**src/rtl/wght_mc_ctrl.sv**
```systemverilog
// Weight multicast controller: filters GLB weight words by column/row tag and
// queues them in a small FIFO that feeds the addressed PE row one-hot.
module wght_mc_ctrl #(
   parameter int DATA_W  = 64,
   parameter int NUM_ROW = 12,
   parameter int DEPTH   = 4
) (
   input  logic               i_clk,
   input  logic               i_rst_n,
   input  logic               i_start,
   input  logic [15:0]        i_expected,
   input  logic [3:0]         i_col_id,
   input  logic               i_wght_valid,
   input  logic [7:0]         i_wght_tag,
   input  logic [DATA_W-1:0]  i_wght_data,
   output logic [DATA_W-1:0]  o_pe_wght_data,
   output logic [NUM_ROW-1:0] o_pe_wght_valid,
   input  logic [NUM_ROW-1:0] i_pe_wght_ready,
   output logic               o_busy,
   output logic               o_done,
   output logic               o_ovf,
   output logic [7:0]         o_drop_cnt,
   output logic [15:0]        o_deliv_cnt
);

   localparam int AW = $clog2(DEPTH);

   typedef enum logic [1:0] {S_IDLE, S_RUN, S_DONE} state_t;

   state_t            state, state_nx;
   logic [15:0]       expected_q;
   logic [3:0]        col_id_q;
   logic [DATA_W-1:0] mem_data [DEPTH];
   logic [3:0]        mem_row  [DEPTH];
   logic [AW:0]       wptr, rptr;
   logic              empty, full;
   logic              start_ok, leave_run, flush;
   logic              row_in_range, accept, push, pop, ovf_evt, drop_evt;
   logic [3:0]        row_tag, col_tag, head_row;

   function automatic logic [7:0] sat_inc8(input logic [7:0] v);
      return (v == 8'hFF) ? v : v + 8'd1;
   endfunction

   assign row_tag  = i_wght_tag[7:4];
   assign col_tag  = i_wght_tag[3:0];
   assign empty    = (wptr == rptr);
   assign full     = (wptr[AW] != rptr[AW]) && (wptr[AW-1:0] == rptr[AW-1:0]);
   assign head_row = mem_row[rptr[AW-1:0]];

   always_comb begin
      state_nx = state;
      case (state)
         S_IDLE:  if (i_start) state_nx = S_RUN;
         S_RUN:   if (o_deliv_cnt == expected_q) state_nx = S_DONE;
         S_DONE:  state_nx = S_IDLE;
         default: state_nx = S_IDLE;
      endcase
   end

   assign o_busy    = (state == S_RUN);
   assign o_done    = (state == S_DONE);
   assign start_ok  = (state == S_IDLE) && i_start;
   assign leave_run = (state == S_RUN) && (state_nx != S_RUN);
   assign flush     = start_ok || leave_run;

   // A full FIFO still takes a word when the head leaves in the same cycle.
   assign row_in_range = (row_tag != 4'd0) && (int'(row_tag) <= NUM_ROW);
   assign accept   = (state == S_RUN) && i_wght_valid && (col_tag == col_id_q) && row_in_range;
   assign pop      = |(o_pe_wght_valid & i_pe_wght_ready);
   assign push     = accept && (!full || pop);
   assign ovf_evt  = accept && full && !pop;
   assign drop_evt = (i_wght_valid && !accept) || ovf_evt;

   always_comb begin
      o_pe_wght_valid = '0;
      o_pe_wght_data  = '0;
      if (!empty) begin
         o_pe_wght_data = mem_data[rptr[AW-1:0]];
         for (int r = 0; r < NUM_ROW; r++)
            o_pe_wght_valid[r] = (head_row == 4'(r));
      end
   end

   always_ff @(posedge i_clk) begin
      if (!i_rst_n) begin
         state       <= S_IDLE;
         expected_q  <= '0;
         col_id_q    <= '0;
         wptr        <= '0;
         rptr        <= '0;
         o_ovf       <= 1'b0;
         o_drop_cnt  <= '0;
         o_deliv_cnt <= '0;
      end else begin
         state <= state_nx;
         if (start_ok) begin
            expected_q <= i_expected;
            col_id_q   <= i_col_id;
         end
         if (flush) begin
            wptr <= '0;
            rptr <= '0;
         end else begin
            if (push) wptr <= wptr + 1'b1;
            if (pop)  rptr <= rptr + 1'b1;
         end
         if (start_ok) begin
            o_ovf       <= 1'b0;
            o_drop_cnt  <= '0;
            o_deliv_cnt <= '0;
         end else begin
            if (ovf_evt)  o_ovf       <= 1'b1;
            if (drop_evt) o_drop_cnt  <= sat_inc8(o_drop_cnt);
            if (pop)      o_deliv_cnt <= o_deliv_cnt + 16'd1;
         end
      end
   end

   // Storage is qualified by the pointers, so it carries no reset.
   always_ff @(posedge i_clk) begin
      if (push && !flush) begin
         mem_data[wptr[AW-1:0]] <= i_wght_data;
         mem_row[wptr[AW-1:0]]  <= row_tag - 4'd1;
      end
   end

endmodule

```
**config.mk**
```make
export PLATFORM = sky130hd
export DESIGN_NAME = wght_mc_ctrl
export DESIGN_NICKNAME = d
export VERILOG_FILES = /design/src/rtl/wght_mc_ctrl.sv
export SDC_FILE = /design/constraint.sdc
export NUM_CORES = 1
export LEC_CHECK = 0
export BUFFER_PORTS_ARGS = -buffer_cell sky130_fd_sc_hd__clkbuf_2
export CORE_MARGIN = 10
export CORE_UTILIZATION = 51
export CTS_CLUSTER_DIAMETER = 60
export DETAILED_ROUTE_END_ITERATION = 16
export GPL_TIMING_DRIVEN = 0
export PLACE_DENSITY = 0.73
export SLEW_MARGIN = 20
export SYNTH_ARGS = -nofsm -noshare
export SYNTH_HDL_FRONTEND = slang
export SYNTH_SLANG_ARGS = --single-unit
```
**constraint.sdc**
```tcl
create_clock -name i_clk -period 7.6 [get_ports i_clk]
set_input_delay 2.28 -clock i_clk [delete_from_list [all_inputs] [get_ports i_clk]]
set_output_delay 2.28 -clock i_clk [all_outputs]
set_load 0.02 [all_outputs]
```
==> results of run 1 <==
==> area by class of cell <==
class | instances | area share
timing repair buffer | 214 | 0.0718
sequential | 327 | 0.580
multi-input combinational | 416 | 0.238
inverter | 14 | 0.00329
tap | 330 | 0.0259
buffer | 38 | 0.00987
clock buffer | 47 | 0.0611
antenna | 1 | 0.000157
clock inverter | 17 | 0.00979
==> cells by family (layout without fill, tap and decap cells) <==
family / count (synthesis) / after routing / synth area share
adders and majority gates: 8 / 8 / 0.00755
AOI/OAI and AO/OA: 64 / 64 / 0.0381
other: 0 / 1 / 0
xor gates and xnor gates: 40 / 40 / 0.0264
DFF: 327 / 327 / 0.699
buffers and inverters: 52 / 330 / 0.0158
and+or+nand+nor: 231 / 231 / 0.0941
muxes: 73 / 73 / 0.119
==> stage by stage <==
stage / area (sq um) / hold slack (ns) / power [mW] / cells / worst slack, ns
after floorplan: 13300 / 0.455 / 2.04 / 795 / 1.86
after global placement: 14700 / 0.459 / 2.09 / 1335 / 0.116
after detailed placement: 14800 / 0.464 / 2.10 / 1339 / 1.95
after CTS: 16000 / 0.480 / 3.74 / 1403 / 1.84
after global routing: 16000 / 0.498 / 3.82 / 1403 / 1.69
final: 16000 / 0.479 / 3.69 / 1404 / 2.01
==> critical path: stages (launching register included) <==
cell                       delay, ns
sky130_fd_sc_hd__dfxtp_1        0.30
sky130_fd_sc_hd__buf_2          0.19
sky130_fd_sc_hd__buf_1          0.61
sky130_fd_sc_hd__buf_1          0.76
sky130_fd_sc_hd__mux4_2         0.60
sky130_fd_sc_hd__nor2b_1        0.16
sky130_fd_sc_hd__clkbuf_2       0.19
==> Yosys cell counts, types with 4 or more instances <==
cell	instances	area, sq um
sky130_fd_sc_hd__edfxtp_1	272	8170
sky130_fd_sc_hd__mux4_2	68	1530
sky130_fd_sc_hd__nor2b_1	68	425
sky130_fd_sc_hd__nand2_1	60	225
sky130_fd_sc_hd__dfxtp_1	55	1100
sky130_fd_sc_hd__nor2_1	32	120
sky130_fd_sc_hd__clkbuf_1	24	90.1
sky130_fd_sc_hd__a21boi_0	22	165
sky130_fd_sc_hd__xor2_1	21	184
sky130_fd_sc_hd__xnor2_1	19	166
sky130_fd_sc_hd__a21oi_1	16	80.1
sky130_fd_sc_hd__nand3_1	15	75.1
sky130_fd_sc_hd__inv_1	13	48.8
sky130_fd_sc_hd__buf_1	9	33.8
sky130_fd_sc_hd__and2_1	8	50.1
sky130_fd_sc_hd__ha_1	8	100
sky130_fd_sc_hd__nand2b_1	7	43.8
sky130_fd_sc_hd__nor3_1	7	35.0
sky130_fd_sc_hd__a211oi_1	5	37.5
sky130_fd_sc_hd__mux2i_1	5	50.1
sky130_fd_sc_hd__nor4_1	5	31.3
sky130_fd_sc_hd__and3_1	4	25.0
sky130_fd_sc_hd__nand3b_1	4	30.0
==> routing by layer <==
metal / routed length [um] / vias up
li1: - / 3559
met1: 11800 / 3746
met2: 14300 / 221
met3: 1610 / 50
met4: 679 / 2
met5: 13 / -
==> power by group through the flow <==
| stage | Combinational, mW | Clock (mW) | Sequential (mW) |
|---|---|---|---|
| after CTS | 0.104 | 1.68 | 1.96 |
| final | 0.103 | 1.63 | 1.96 |
| after global routing | 0.117 | 1.75 | 1.96 |
| after floorplan | 0.0457 | 0 | 1.99 |
| after detailed placement | 0.104 | 0 | 1.99 |
| after global placement | 0.100 | 0 | 1.99 |
==> registers in the layout, summed over array words and instances (netlist names), named ones only <==
signal / cells
expected_q: 16
state: 2
mem_data: 256
col_id_q: 4
o_ovf: 1
mem_row: 16
o_deliv_cnt: 16
wptr: 3
rptr: 3
o_drop_cnt: 8
==> final timing paths <==
kind,depth (start not counted),slack (ns),end
max,6,2.01,o_pe_wght_data[9]
min,2,0.48,col_id_q[1]
max reg2reg,9,3.30,mem_data[3][31]
min reg2reg,2,0.48,col_id_q[1]
==> results by group, run 1 <==
Route
  • Detail-routed via count per cell: about 5.4
  • Detailed-route wire length per cell: slightly above 20 um
  • Via Count: 7578
  • Wirelength, routed: 28400 um
  • First-pass iteration count of the detailed router: 4
  • Iter 0 DRT Violations: ~420
  • Remaining routing DRC violations: 0
  • Number of antenna-violating nets in the routed design: 0

Hold path
  • Path category of the worst min-delay check: flop to flop
  • Worst hold start: col_id_q[1]

Global route
  • Total routing resource utilization after global routing: 0.171
  • Met1 usage: 0.214
  • Residual overflow from global routing: 0
  • Layer with the highest usage: met2
  • Met3 capacity usage during global routing: 0.0404
  • Global Route met2 Usage: 0.288
  • Largest net degree at the start of global routing: 48
  • First-pass GRT wire length: between 40000 and 50000 um
  • Number of antenna violations at the first check in global routing: 1
  • Number of global-route vias before repair: 7970

Floorplanning
  • Die Span X: 181 um
  • Die H: between 150 and 200 um
  • Effective utilization at floorplan: 0.522
  • Core region area: roughly 0.025 sq mm
  • Number of I/O pins: between 200 and 250
  • Total number of placement rows: 58
  • DIE AREA: approximately 0.033 sq mm

Power
  • PD cells: about 230 mW/mm^2
  • Switching power: slightly above 700 uW
  • Proportion of power drawn by combinational gates: 0.028
  • Net switching fraction of the power: 0.196
  • Int Power: 2.97 mW
  • IR Drop Worst-Case VDD: a little under 200 uV
  • Clock network fraction of design power: 0.442
  • Leakage power total: 5.63 nW
  • Flop pwr share: 0.530

Timing
  • Period Utilization, post-route: 0.736
  • Final Critical Period: around 5.6 ns
  • Setup TNS: 0 ns
  • Final number of max-transition violations: 0
  • Skew final: 0.00704 ns
  • Worst slew margin: 0.386
  • Setup repair after global routing missed its margin: no
  • Max Fclk: 179 MHz
  • Final setup fails: 0
  • Number of failing hold endpoints at the final stage: 0
  • Worst slew pin tran: between 0.9 and 1 ns

Critical path
  • Worst Path Max Fanout: 10
  • Arrival time at the worst endpoint: between 3 and 4 ns
  • CP Class: flop to primary output
  • Nature of the critical path startpoint: flop
  • Critical Path Sink Type: primary output
  • Critical path required time: 5.32 ns

Clock tree
  • Total number of clock tree sinks: roughly 330
  • Post-CTS sizing: 0
  • Clock input transition at the sequential cells of the worst setup and hold paths: approximately 0.060 ns
  • Hold bufs inserted after CTS: 0
  • Num CTS Buffers: 35
  • Maximum level of the CTS H-tree: 2
  • Longest Clk Path Bufs: 3
  • Post-CTS setup buffer count: 0
  • TritonCTS clock tree: built
  • Clock network latency to the later pin of the worst-skew pair: approximately 0.50 ns
  • Cell chosen for the clock root: sky130_fd_sc_hd__clkbuf_16

Synth
  • Number of flops mapped to enable cells by yosys: roughly 270
  • Library cells used by synthesis: 55
  • Async set-reset flop share out of synthesis: 0
  • Number of instances in the synthesized netlist: roughly 800
  • Post-synthesis average cell area: about 17 sq um
  • Synthesized netlist net count: 911
  • Primary FF master, synth: sky130_fd_sc_hd__edfxtp_1
  • Share of synthesized area occupied by flip-flops and latches: 0.699
  • Netlist area before placement: between 0.01 and 0.015 sq mm
  • Yosys reg bits: approximately 330
  • Total number of yosys warnings: 0

Final layout
  • Combined area of the multi-input logic cells: roughly 0.0038 sq mm
  • Leading cell types in the layout, fill and taps excluded: 272 x sky130_fd_sc_hd__edfxtp_1, 210 x sky130_fd_sc_hd__clkbuf_2, 68 x sky130_fd_sc_hd__mux4_2, 68 x sky130_fd_sc_hd__nor2b_1, 60 x sky130_fd_sc_hd__nand2_1
  • Filler Cells Inserted: around 1900
  • Most common cell after layout, fill and taps aside: sky130_fd_sc_hd__edfxtp_1
  • Share of cells above drive strength 1: 0.335
  • Area added between synthesis and finish: 20.4%
  • Fraction of the core area covered by cells at the end of the flow: 0.629
  • Seq. cell area: between 0.009 and 0.01 sq mm
  • Number of nets at the end of the flow: roughly 1200

Placed design
  • Number of buffers added on ports: between 200 and 250
  • Final HPWL DP: just under 20000 um
  • RePlAce Congestion: around 0.81

Job
  • Number of maximum-capacitance violations: 0

Status
  • Run status: finished clean
Power figures use the tool's default switching activity.
==> run 2, diff against run 1 <==
--- a/config.mk
+++ b/config.mk
@@ -5,6 +5,7 @@
 export SDC_FILE = /design/constraint.sdc
 export NUM_CORES = 1
 export LEC_CHECK = 0
+export ABC_AREA = 1
 export BUFFER_PORTS_ARGS = -buffer_cell sky130_fd_sc_hd__clkbuf_2
 export CORE_MARGIN = 10
 export CORE_UTILIZATION = 51
==> constraint.sdc (replaced) <==
create_clock -name i_clk -period 5.5 [get_ports i_clk]
set_input_delay 1.65 -clock i_clk [delete_from_list [all_inputs] [get_ports i_clk]]
set_output_delay 1.65 -clock i_clk [all_outputs]
set_load 0.02 [all_outputs]
==> run 2 against run 1 <==
Worst setup slack worse by 1.4 ns; clock power rose by 30%; register-to-register slack lost 1.4 ns; global-route usage up 2.5 points; total power is 35% higher; utilization grew 0.22 points; flip-flop and latch count is the same; non-clock buffer count increased by 36; critical endpoint is now o_pe_wght_data[51]; largest cell class unchanged; largest power group unchanged.
==> results by group, run 2 <==
Timing
  • Setup repair after global routing missed its margin: no
  • Skew final: approximately 0.025 ns
  • Fin Hold WS: roughly 0.48 ns
  • Setup TNS: 0 ns
  • Final Critical Period: just under 5 ns
  • Final number of max-transition violations: 0
  • Final setup fails: 0
  • Worst slew pin tran: around 0.93 ns
  • Number of failing hold endpoints at the final stage: 0
  • Period Utilization, post-route: 0.886
  • Max Fclk: 205 MHz
  • Worst slew margin: 0.380

Synth
  • Synth top area cells: sky130_fd_sc_hd__edfxtp_1 60%, sky130_fd_sc_hd__dfxtp_1 8.1%, sky130_fd_sc_hd__nor2_1 5.6%, sky130_fd_sc_hd__o21ai_0 5.6%, sky130_fd_sc_hd__nand2_1 4.5%
  • Most area-hungry cell type in the Yosys netlist: sky130_fd_sc_hd__edfxtp_1
  • Share of synthesized area occupied by flip-flops and latches: 0.680
  • Primary FF master, synth: sky130_fd_sc_hd__edfxtp_1
  • Async set-reset flop share out of synthesis: 0
  • Total number of yosys warnings: 0
  • Netlist area before placement: roughly 0.014 sq mm
  • Share of Yosys cell area claimed by the top area cell type: 0.599
  • Yosys reg bits: ~330
  • Post-synthesis average cell area: about 11 sq um
  • Ranking of synthesized cells by instance count: 272 x sky130_fd_sc_hd__edfxtp_1, 205 x sky130_fd_sc_hd__nor2_1, 165 x sky130_fd_sc_hd__nand2_1
  • Library cells used by synthesis: 32
  • Most repeated cell in the gate-level netlist after synthesis: sky130_fd_sc_hd__edfxtp_1
  • Synthesized netlist net count: between 1000 and 1500
  • Number of instances in the synthesized netlist: 1262
  • Number of flops mapped to enable cells by yosys: between 200 and 300

Global route
  • Total routing resource utilization after global routing: 0.196
  • Largest net degree at the start of global routing: 24
  • Number of antenna violations at the first check in global routing: 6
  • Residual overflow from global routing: 0
  • Number of global-route vias before repair: 10100
  • First-pass GRT wire length: ~52000 um

Power
  • PD cells: roughly 300 mW/mm^2
  • Leakage power total: between 6 and 7 nW
  • IR Drop Worst-Case VDD: just over 200 uV

Placed design
  • Number of buffers added on ports: between 200 and 250
  • RePlAce Congestion: around 0.91
  • Placed instance count: approximately 1800
  • Final HPWL DP: 23400 um

Clock tree
  • Num CTS Buffers: 34
  • Maximum level of the CTS H-tree: 2
  • Cell chosen for the clock root: sky130_fd_sc_hd__clkbuf_16
  • Clock input transition at the sequential cells of the worst setup and hold paths: about 0.060 ns
  • Post-CTS sizing: 0
  • TritonCTS clock tree: built
  • Total number of clock tree sinks: 327
  • Clock network latency to the later pin of the worst-skew pair: approximately 0.52 ns
  • Longest Clk Path Bufs: 3
  • Post-CTS setup buffer count: 0
  • Hold bufs inserted after CTS: 0

Critical path
  • Cell chain of the critical path: xnor2_1 -> nand3_1 -> buf_2 -> clkbuf_1 -> buf_1 -> nand2_1 -> inv_1 -> clkbuf_2
  • Worst stage delay on the critical path: between 0.7 and 0.8 ns
  • Number of cells on the critical path: 8
  • Critical Path Start: wptr[0]
  • Worst setup path end: o_pe_wght_data[51]
  • Number of buffer and inverter stages on the critical path: 5
  • Worst Path Max Fanout: 10
  • Standard cell with the maximum stage delay on the critical path: sky130_fd_sc_hd__clkbuf_1
  • CP Class: flop to primary output
  • Worst r2r dst: mem_data[1][11]
  • Critical path required time: between 3 and 4 ns
  • Number of cells traversed by the worst register-to-register path: 18
  • Arrival time at the worst endpoint: about 3.2 ns
  • Nature of the critical path startpoint: flop
  • Cell type group with the largest total delay on the critical path: buffers and inverters
  • Slack of the worst reg-to-reg path: between 1.5 and 2 ns
  • Critical Path Sink Type: primary output

Final layout
  • Number of nets at the end of the flow: between 1500 and 2000
  • Area added between synthesis and finish: 21.3%
  • Share of cells above drive strength 1: 0.196
  • Most common cell after layout, fill and taps aside: sky130_fd_sc_hd__edfxtp_1
  • Filler Cells Inserted: between 2000 and 2500
  • Number of cells in the finished layout apart from fillers: 1883
  • Fraction of the core area covered by cells at the end of the flow: 0.631
  • Flip-flop count of the largest register after layout: roughly 260
  • Leading cell types in the layout, fill and taps excluded: 272 x sky130_fd_sc_hd__edfxtp_1, 210 x sky130_fd_sc_hd__clkbuf_2, 201 x sky130_fd_sc_hd__nor2_1

Job
  • Number of maximum-capacitance violations: 0

Route
  • Number of antenna-violating nets in the routed design: 0
  • Detail-routed via count per cell: 5.40
  • Via Count: between 10000 and 15000
  • Wirelength, routed: between 30000 and 40000 um
  • First-pass iteration count of the detailed router: 5
  • Detailed-route wire length per cell: approximately 18 um
  • Remaining routing DRC violations: 0
  • Iter 0 DRT Violations: 739

Floorplanning
  • Die H: 183 um
  • DIE AREA: approximately 0.034 sq mm
  • Effective utilization at floorplan: 0.520
  • Number of I/O pins: between 200 and 250
  • Core region area: around 0.026 sq mm
  • Die Span X: between 150 and 200 um
  • Total number of placement rows: 59

Hold path
  • Path category of the worst min-delay check: flop to flop

Status
  • Run status: finished clean
==> run 2: metrics by stage <==
stage | instance area [sq um] | setup slack [ns] | total power, mW
finish | 16500 | 0.624 | 4.97
CTS | 16500 | 0.581 | 5.00
global placement | 15100 | -3.03 | 2.90
detailed placement | 15500 | 0.828 | 2.90
global route | 16500 | 0.370 | 5.12
floorplan | 13600 | -0.435 | 2.82
==> run 2: power breakdown <==
| group | switching, mW | internal [mW] |
|---|---|---|
| Combinational | 0.0897 | 0.0556 |
| Clock | 0.898 | 1.22 |
| Sequential | 0.0114 | 2.70 |
==> run 2: layer usage <==
metal / wire length, um / track usage / share of wire / up-vias
li1: - / - / - / 4886
met2: 16300 / 0.325 / 0.48 / 402
met4: 522 / 0.0531 / 0.015 / 2
met5: 10 / 0 / 0.00030 / -
met1: 13700 / 0.247 / 0.40 / 4842
met3: 3330 / 0.0542 / 0.099 / 41
==> run 2: how the worst min path moves through the flow <==
stage	startpoint	endpoint	slack, ns	cells after the start
finish	expected_q[12]	expected_q[12]	0.48	2
global route	o_ovf	o_ovf	0.52	2
CTS	expected_q[12]	expected_q[12]	0.48	2
detailed placement	expected_q[12]	expected_q[12]	0.47	2
global placement	o_ovf	o_ovf	0.47	2
floorplan	expected_q[12]	expected_q[12]	0.45	2
==> run 2: final cells by class <==
type	count	area, sq um	share of cell area
multi-input combinational	759	3700	0.224
clock inverter	9	67.6	0.00409
inverter	112	420	0.0254
buffer	64	269	0.0163
clock buffer	48	960	0.0580
antenna	5	12.5	0.000757
timing repair buffer	224	1410	0.0855
tap	335	419	0.0253
sequential	327	9270	0.561
==> run 2: kinds of logic after synthesis <==
kind of cell               Yosys count  synth area share
AOI/OAI and AO/OA                  252            0.0987
DFF                                327             0.680
buffers and inverters              176            0.0506
adders and majority gates            8           0.00734
xor gates and xnor gates            32            0.0206
and+or+nand+nor                    467             0.143
==> run 2: worst register-to-register path, cell delays in order, from the launching register on <==
cell and delay, ns:
sky130_fd_sc_hd__dfxtp_1 0.39, sky130_fd_sc_hd__buf_4 0.21, sky130_fd_sc_hd__nand2_1 0.09, sky130_fd_sc_hd__nand3_2 0.10, sky130_fd_sc_hd__nand2_4 0.07, sky130_fd_sc_hd__nor2_4 0.17, sky130_fd_sc_hd__inv_2 0.08, sky130_fd_sc_hd__nor2_4 0.11
sky130_fd_sc_hd__nand2_1 0.05, sky130_fd_sc_hd__nand2_1 0.08, sky130_fd_sc_hd__nor2_1 0.06, sky130_fd_sc_hd__nand3_2 0.09, sky130_fd_sc_hd__inv_2 0.11, sky130_fd_sc_hd__nand2_2 0.12, sky130_fd_sc_hd__nand4_1 0.38, sky130_fd_sc_hd__nor2_4 0.62
sky130_fd_sc_hd__buf_16 0.23, sky130_fd_sc_hd__buf_12 0.20, sky130_fd_sc_hd__buf_16 0.20
==> run 3, diff against run 2 <==
--- a/config.mk
+++ b/config.mk
@@ -9,9 +9,11 @@
 export BUFFER_PORTS_ARGS = -buffer_cell sky130_fd_sc_hd__clkbuf_2
 export CORE_MARGIN = 10
 export CORE_UTILIZATION = 51
+export CTS_BUF_LIST = sky130_fd_sc_hd__clkbuf_4 sky130_fd_sc_hd__clkbuf_8 sky130_fd_sc_hd__clkbuf_16
 export CTS_CLUSTER_DIAMETER = 60
 export DETAILED_ROUTE_END_ITERATION = 16
 export GPL_TIMING_DRIVEN = 0
+export MAX_ROUTING_LAYER = met4
 export PLACE_DENSITY = 0.73
 export SLEW_MARGIN = 20
 export SYNTH_ARGS = -nofsm -noshare
==> run 3 against run 2 <==
Sequential share of layout area down 0.081 points; worst setup slack worse by 0.056 ns; non-clock buffer count down 2; register-to-register slack better by 0.02 ns; largest power group unchanged; critical endpoint unchanged; critical path type unchanged.
==> results by group, run 3 (synthesis results as in run 2) <==
Hold path
  • Worst hold start: expected_q[12]
  • Path category of the worst min-delay check: flop to flop

Power
  • Leakage power total: around 6.7 nW
  • Total power: 5.15 mW
  • PD cells: a little over 300 mW/mm^2
  • IR Drop Worst-Case VDD: slightly above 200 uV

Floorplanning
  • Effective utilization at floorplan: 0.520
  • Die Span X: 183 um
  • Core region area: 0.0262 sq mm
  • Number of I/O pins: roughly 210
  • Die H: roughly 180 um
  • Total number of placement rows: just under 60
  • DIE AREA: between 0.03 and 0.04 sq mm

Timing
  • Skew final: 0.0183 ns
  • Max Fclk: around 200 MHz
  • Worst slew margin: 0.325
  • Number of failing hold endpoints at the final stage: 0
  • Worst slew pin tran: just over 1 ns
  • Final setup fails: 0
  • Period Utilization, post-route: 0.897
  • Final number of max-transition violations: 0
  • Final Critical Period: between 4 and 5 ns
  • Setup repair after global routing missed its margin: no
  • Fin Hold WS: 0.475 ns

Route
  • Detail-routed via count per cell: roughly 5.4
  • Via Count: between 10000 and 15000
  • Number of antenna-violating nets in the routed design: 0
  • First-pass iteration count of the detailed router: 5
  • Wirelength, routed: around 34000 um
  • Iter 0 DRT Violations: 777
  • Detailed-route wire length per cell: between 15 and 20 um
  • Remaining routing DRC violations: 0

Job
  • Number of maximum-capacitance violations: 0

Critical path
  • Critical Path Start: wptr[0]
  • Slack of the worst reg-to-reg path: between 1.5 and 2 ns
  • Critical path required time: ~3.9 ns
  • CP Class: flop to primary output
  • Arrival time at the worst endpoint: 3.28 ns
  • Worst Path Max Fanout: 10
  • Nature of the critical path startpoint: flop
  • Critical Path Sink Type: primary output

Global route
  • First-pass GRT wire length: 52000 um
  • Largest net degree at the start of global routing: 25
  • Residual overflow from global routing: 0
  • Number of global-route vias before repair: 9858
  • Total routing resource utilization after global routing: 0.200
  • Number of antenna violations at the first check in global routing: 4

Clock tree
  • Num CTS Buffers: 34
  • Post-CTS setup buffer count: 0
  • TritonCTS clock tree: built
  • Maximum level of the CTS H-tree: 2
  • Longest Clk Path Bufs: 3
  • Post-CTS sizing: 0
  • Hold bufs inserted after CTS: 0
  • Cell chosen for the clock root: sky130_fd_sc_hd__clkbuf_16
  • Total number of clock tree sinks: approximately 330
  • Clock network latency to the later pin of the worst-skew pair: between 0.5 and 0.6 ns
  • Clock input transition at the sequential cells of the worst setup and hold paths: ~0.060 ns

Placed design
  • Number of buffers added on ports: 210
  • Placed Area: ~0.015 sq mm
  • RePlAce Congestion: 0.915
  • Final HPWL DP: approximately 23000 um

Status
  • Run status: finished clean

Final layout
  • Fraction of the core area covered by cells at the end of the flow: 0.632
  • Most common cell after layout, fill and taps aside: sky130_fd_sc_hd__edfxtp_1
  • Leading cell types in the layout, fill and taps excluded: 272 x sky130_fd_sc_hd__edfxtp_1, 210 x sky130_fd_sc_hd__clkbuf_2, 201 x sky130_fd_sc_hd__nor2_1
  • Number of nets at the end of the flow: between 1500 and 2000
  • Area of all placed cells without fillers: 0.0166 sq mm
  • Flip-flop count of the largest register after layout: roughly 260
  • Share of cells above drive strength 1: 0.200
  • Area added between synthesis and finish: 21.5%
[run 3: final timing paths]
| path | to | cells after the start |
|---|---|---|
| worst max-delay path | o_pe_wght_data[51] | 8 |
| worst min-delay path | expected_q[12] | 2 |
| worst max register to register | mem_data[3][25] | 18 |
| worst min register to register | expected_q[12] | 2 |
[run 3: stage by stage]
step,worst slack (ns),setup TNS [ns],std cells
floorplan,-0.435,-118.44,1262
global placement,-3.05,-772.99,1807
detailed placement,0.899,0,1819
CTS,0.556,0,1878
global route,0.347,0,1882
finish,0.568,0,1882
[run 3: power breakdown]
group          internal [mW]  total (mW)  switching (mW)
Clock                   1.41        2.30           0.887
Sequential              2.70        2.71          0.0115
Combinational         0.0556       0.145          0.0896
Total                   4.16        5.15           0.988
[run 3: final cells by class]
type | instances | area (sq um)
Fill cell | 2013 | 9650
Clock inverter | 13 | 131
Tap cell | 335 | 419
Timing Repair Buffer | 222 | 1340
Sequential cell | 327 | 9270
Buffer | 64 | 269
Multi-Input combinational cell | 759 | 3700
Clock buffer | 46 | 1000
Inverter | 112 | 420
Antenna cell | 4 | 10.0
[run 3: critical path, stage by stage (launching register included)]
cell and delay (ns):
sky130_fd_sc_hd__dfxtp_1 0.43, sky130_fd_sc_hd__xnor2_1 0.12, sky130_fd_sc_hd__nand3_1 0.25, sky130_fd_sc_hd__buf_2 0.28, sky130_fd_sc_hd__clkbuf_1 0.78, sky130_fd_sc_hd__buf_1 0.49
sky130_fd_sc_hd__nand2_1 0.12, sky130_fd_sc_hd__inv_1 0.12, sky130_fd_sc_hd__clkbuf_2 0.19
[run 3: layer usage]
metal,up-vias,global-route usage,share of wire
li1,4886,-,-
met4,0,0.0531,0.021
met1,4775,0.250,0.41
met2,415,0.323,0.47
met5,-,-,0
met3,56,0.0449,0.093
